--- src/rtl/pc_pkg.sv ---
`default_nettype none
// ============================================================================
// Module   : pc_pkg
// Brief    : Opcode/state types shared by the PC sequencer and the PC block.
// Revision : 1.0
// ============================================================================
package pc_pkg;

   typedef enum logic [1:0] {
      PC_CLR  = 2'b00,
      PC_HOLD = 2'b01,
      PC_INC  = 2'b10,
      PC_JUMP = 2'b11
   } pc_op_t;

   typedef enum logic [1:0] {
      IDLE = 2'b00,
      RUN  = 2'b01,
      HALT = 2'b10
   } seq_state_t;

   localparam int unsigned c_DEFAULT_STEP = 4;

endpackage : pc_pkg
`default_nettype wire

--- src/rtl/sat_counter.sv ---
`default_nettype none
// ============================================================================
// Module   : sat_counter
// Brief    : Up-counter that sticks at all-ones; synchronous clear wins.
// Revision : 1.0
// ============================================================================
module sat_counter #(
   parameter int CNT_W = 8
) (
   input  logic             clk,
   input  logic             i_clear,
   input  logic             i_inc,
   output logic [CNT_W-1:0] o_count
);

   logic [CNT_W-1:0] r_count;

   always_ff @(posedge clk) begin
      if (i_clear) begin
         r_count <= '0;
      end else if (i_inc && (r_count != '1)) begin
         r_count <= r_count + CNT_W'(1);
      end
   end

   assign o_count = r_count;

endmodule : sat_counter
`default_nettype wire

--- src/rtl/pc_sequencer.sv ---
`default_nettype none
// ============================================================================
// Module   : pc_sequencer
// Brief    : Drives PC opcodes/targets, holds one pending jump, captures link.
// Revision : 1.0
// ============================================================================
module pc_sequencer
   import pc_pkg::*;
#(
   parameter int ANCHO = 4,
   parameter int CNT_W = 8,
   parameter int STEP  = c_DEFAULT_STEP
) (
   input  logic             clk,
   input  logic             reset,
   input  logic             start_i,
   input  logic             stall_i,
   input  logic             jump_req_i,
   input  logic [ANCHO-1:0] jump_addr_i,
   input  logic             halt_i,
   input  logic [ANCHO-1:0] pc_value_i,
   input  logic [ANCHO-1:0] link_i,
   output logic [1:0]       pc_op_o,
   output logic [ANCHO-1:0] pc_target_o,
   output logic             running_o,
   output logic             halted_o,
   output logic             err_align_o,
   output logic             wrap_o,
   output logic [ANCHO-1:0] link_o,
   output logic             link_valid_o,
   output logic [CNT_W-1:0] inc_count_o
);

   localparam logic [ANCHO-1:0] c_ALIGN_MASK = ANCHO'(STEP - 1);
   localparam logic [ANCHO-1:0] c_WRAP_PC    = ANCHO'((2 ** ANCHO) - STEP);

   seq_state_t       r_state,     w_state_nxt;
   pc_op_t           r_op,        w_op_nxt;
   logic [ANCHO-1:0] r_target,    w_target_nxt;
   logic [ANCHO-1:0] r_pend_addr, w_pend_addr_nxt;
   logic             r_pend_vld,  w_pend_vld_nxt;
   logic             r_err,       w_err_nxt;
   logic             r_wrap;
   logic             r_jump_d1;
   logic [ANCHO-1:0] r_link;
   logic             r_link_vld;
   logic             w_active;
   logic             w_misaligned;

   // start_i makes RUN rules apply on the very edge that leaves IDLE/HALT
   assign w_active     = (r_state == RUN) || start_i;
   assign w_misaligned = |(jump_addr_i & c_ALIGN_MASK);

   always_comb begin
      w_state_nxt     = r_state;
      w_op_nxt        = PC_CLR;
      w_target_nxt    = r_target;
      w_pend_addr_nxt = r_pend_addr;
      w_pend_vld_nxt  = r_pend_vld;
      w_err_nxt       = r_err;

      if (r_state == HALT) begin
         w_op_nxt = PC_HOLD;
      end

      if (w_active) begin
         if (halt_i) begin
            w_state_nxt    = HALT;
            w_op_nxt       = PC_HOLD;
            w_pend_vld_nxt = 1'b0;
         end else if (jump_req_i && w_misaligned) begin
            w_err_nxt      = 1'b1;
            w_state_nxt    = HALT;
            w_op_nxt       = PC_HOLD;
            w_pend_vld_nxt = 1'b0;
         end else begin
            w_state_nxt = RUN;
            if (!stall_i && r_pend_vld) begin
               // older pending jump goes first; a same-edge request queues behind it
               w_op_nxt        = PC_JUMP;
               w_target_nxt    = r_pend_addr;
               w_pend_vld_nxt  = jump_req_i;
               w_pend_addr_nxt = jump_req_i ? jump_addr_i : r_pend_addr;
            end else if (jump_req_i && !stall_i) begin
               w_op_nxt     = PC_JUMP;
               w_target_nxt = jump_addr_i;
            end else if (jump_req_i) begin
               w_op_nxt        = PC_HOLD;
               w_pend_vld_nxt  = 1'b1;
               w_pend_addr_nxt = jump_addr_i;
            end else if (stall_i) begin
               w_op_nxt = PC_HOLD;
            end else begin
               w_op_nxt = PC_INC;
            end
         end
      end
   end

   always_ff @(posedge clk) begin
      if (reset) begin
         r_state     <= IDLE;
         r_op        <= PC_CLR;
         r_target    <= '0;
         r_pend_addr <= '0;
         r_pend_vld  <= 1'b0;
         r_err       <= 1'b0;
         r_wrap      <= 1'b0;
         r_jump_d1   <= 1'b0;
         r_link      <= '0;
         r_link_vld  <= 1'b0;
      end else begin
         r_state     <= w_state_nxt;
         r_op        <= w_op_nxt;
         r_target    <= w_target_nxt;
         r_pend_addr <= w_pend_addr_nxt;
         r_pend_vld  <= w_pend_vld_nxt;
         r_err       <= w_err_nxt;
         // link_i reflects the jump one cycle after op 11 was presented
         r_jump_d1   <= (r_op == PC_JUMP);
         r_link_vld  <= r_jump_d1;
         if (r_jump_d1) begin
            r_link <= link_i;
         end
         if ((r_op == PC_INC) && (pc_value_i == c_WRAP_PC)) begin
            r_wrap <= 1'b1;
         end
      end
   end

   sat_counter #(
      .CNT_W (CNT_W)
   ) u_inc_cnt (
      .clk     (clk),
      .i_clear (reset),
      .i_inc   (w_op_nxt == PC_INC),
      .o_count (inc_count_o)
   );

   assign pc_op_o      = r_op;
   assign pc_target_o  = r_target;
   assign running_o    = (r_state == RUN);
   assign halted_o     = (r_state == HALT);
   assign err_align_o  = r_err;
   assign wrap_o       = r_wrap;
   assign link_o       = r_link;
   assign link_valid_o = r_link_vld;

endmodule : pc_sequencer
`default_nettype wire

--- config.mk ---
export PLATFORM = sky130hd
export DESIGN_NAME = pc_sequencer
export DESIGN_NICKNAME = d
export VERILOG_FILES = /design/src/rtl/pc_pkg.sv /design/src/rtl/sat_counter.sv /design/src/rtl/pc_sequencer.sv
export SDC_FILE = /design/constraint.sdc
export NUM_CORES = 1
export LEC_CHECK = 0
export CAP_MARGIN = 0
export CORE_MARGIN = 2
export CORE_UTILIZATION = 40
export DETAILED_ROUTE_END_ITERATION = 10
export PLACE_DENSITY = 0.77
export SLEW_MARGIN = 20
export SYNTH_ARGS = -nofsm -noshare
export SYNTH_HDL_FRONTEND = slang
export SYNTH_SLANG_ARGS = --single-unit
--- constraint.sdc ---
create_clock -name clk -period 2.1 [get_ports clk]
set_clock_uncertainty 0.15 [all_clocks]
set_input_delay 0.42 -clock clk [delete_from_list [all_inputs] [get_ports clk]]
set_output_delay 0.42 -clock clk [all_outputs]
set_load 0.02 [all_outputs]
==> impl_metrics.tcl <==
set metrics [dict create \
    maxSlewViolCount 0 \
    cts_hold_buf 0 \
    syn_nets 156 \
    dp_hpwl_um 2470 \
    cts-root-buf "clkbuf_4" \
    hp-class "reg -> reg" \
    worst_path_dominant_cell_family "buffers and inverters" \
    post-route-period-util_pct 95.0 \
    finalSetupViolations 0 \
    cp-end-kind "primary output" \
    insertion_delay_ns 0.33 \
    ant_nets 0 \
    dr.first_iter.drc_count 27 \
    max_cap_viol_count 0 \
    rsz0062_at_grt "false" \
    required_ns 1.53 \
    cts.path.max_buffers 2 \
    diodes 0 \
    tritoncts "yes" \
    synth.avg_cell_area_um2 9.32 \
    yosysWarnings 0 \
    numCtsBuffers 5 \
    synth_top_area_cell "dfxtp_1" \
    clk_pin_slew_ns 0.10 \
    grt_pass1_vias 1174 \
    crit_path_start_kind "register" \
    power_mw 1.19 \
    dr.pass1.iters 4 \
    fp.dieH_um 60.5 \
    ir_drop_uv 530 \
    p_leak_nw 0.707 \
    io_buffers 40 \
    grt_first_pass_wirelength_um 5130 \
    htree_num_levels 2 \
    via_per_inst 5.07 \
    synth_most_common_cell "dfxtp_1" \
    antenna_found_initial 0 \
    ys_async_sr_fraction_pct 0 \
    slew_headroom_pct 59.8 \
    gp_congestion 0.863 \
    drt-total-wl_um 3150 \
    vias 1191 \
    status "completed" \
    coreArea_um2 3050 \
    path_cells "clkdlybuf4s50_1" \
    wl_per_cell_um 13.4 \
    ys_top_cells_by_count "29 x dfxtp_1, 20 x nor2_1, 10 x mux2i_1" \
    critPathBufInv 1 \
    clock-sinks 29 \
    overflow 0 \
    fp.dieW_um 60.5 \
    fill_cells 298 \
    synth_top_area_share_pct 45.5 \
    seq_area_frac_synth_pct 45.5 \
    grt_max_degree 11 \
    cts_setup_buffers 0 \
    areaGrowthSynthToFinish_pct 47.4 \
    rows 20 \
    arrival_ns 1.42 \
    fmax_ghz 0.501 \
    dieArea_um2 3660 \
    hold_viol_final 0 \
    syn_area_um2 1280 \
    final_nets 209 \
    cts_resized 2 \
    ios 41 \
    tightest_slew_ns 0.600 \
    synth-edff-count 0 \
    drc_errors 0 \
    crit_type "reg -> out" \
    drive_gt1_share_pct 13.6 \
    track_usage_pct 18.9 \
    ys_ff_latch 29 \
    power_density_nw_per_um2 634 \
    fin_util_pct 61.6 \
    ys.flop_type "dfxtp_1" \
    cpPeakStageDelay_ns 0.64 \
    worst_path_max_delay_cell "clkdlybuf4s50_1" \
    start_util_pct 41.8 \
    path_max_fanout 7 \
    synthTopCellsByArea "dfxtp_1 45%, mux2i_1 7.8%, nor2_1 5.9%, a21oi_1 3.5%, a211oi_1 2.9%" \
    synth_cells 137 \
    fin_crit_ns 1.99 \
    synthDistinctLibCells 40 \
]
-- registers in the layout (all words and copies together), names as in the netlist --
name / flops
err_align_o: 1
link_o: 4
link_valid_o: 1
pc_op_o: 2
pc_target_o: 4
r_jump_d1: 1
r_pend_addr: 4
r_pend_vld: 1
r_state: 2
u_inc_cnt.o_count: 8
wrap_o: 1
-- through the flow --
step / worst slack [ns] / TNS [ns] / area [um2] / hold WS [ns] / cells
5_1_grt: 0.00830 / 0 / 1880 / 0.343 / 235
6_report: 0.105 / 0 / 1880 / 0.321 / 235
4_1_cts: 0.0882 / 0 / 1880 / 0.320 / 235
3_3_place_gp: -0.135 / -0.835 / 1800 / 0.291 / 227
2_1_floorplan: 0.401 / 0 / 1280 / 0.279 / 137
3_5_place_dp: -0.229 / -1.75 / 1800 / 0.302 / 227
-- worst register-to-register path, cell delays in order (launching register included) --
cell	delay, ns
dfxtp_1	0.41
ha_1	0.19
nand3_1	0.13
nor2_1	0.35
nor4_1	0.12
mux2_1	0.32
-- cells by family (layout without fill, tap and decap cells) --
group | count (synthesis) | after routing | share of synthesized area [%]
buf+inv | 9 | 63 | 2.74
simple gates | 54 | 54 | 23.4
flops | 29 | 29 | 45.5
fa+ha+maj | 1 | 1 | 0.980
compound gates | 33 | 33 | 18.6
mux | 11 | 11 | 8.73
-- final timing paths --
path	cells after the start	end	from	slack, ns
worst max-delay path	1	inc_count_o[4]	u_inc_cnt.o_count[4]	0.11
worst min-delay path	2	r_jump_d1	pc_op_o[1]	0.32
worst max register to register	5	u_inc_cnt.o_count[5]	u_inc_cnt.o_count[1]	0.30
worst min register to register	2	r_jump_d1	pc_op_o[1]	0.32
-- power breakdown --
group	switching, mW	internal, mW
logic	0.0669	0.0773
clock network	0.194	0.284
registers	0.00960	0.561
total	0.270	0.922
-- cells in the final DEF (no fill, tap or decap), drive strengths merged, types with 2 or more instances in the layout --
cell and instances:
o211ai 2, o21ai 7, o21a 2, nand2 5
a31oi 2, dlygate4sd2 2, dfxtp 29, a21oi 9
mux2i 10, nor2 21, a211oi 5, clkdlybuf4s50 38
nor2b 4, nand3 2, clkbuf 7, or3 3
nor4b 2, buf 12, or4 2, nand2b 4
nand4 2, inv 3, o31ai 3, and2 2
-- routing by layer --
metal / vias to the layer above / global-route usage, % / wire length, um
met5: - / 0 / 0
met4: 0 / 8.07 / 39
met3: 4 / 5.54 / 197
met2: 40 / 33.1 / 1610
met1: 548 / 21.6 / 1300
li1: 599 / - / -
-- cell type report --
type | count | area [um2] | share of cell area, %
Clock buffer | 7 | 55.1 | 2.93
Clock inverter | 1 | 30.0 | 1.60
Inverter | 3 | 11.3 | 0.599
Multi-Input combinational cell | 99 | 661 | 35.1
Sequential cell | 29 | 581 | 30.9
Tap cell | 44 | 55.1 | 2.93
Timing Repair Buffer | 52 | 488 | 25.9
No activity file was read; power rests on OpenSTA's default activity.
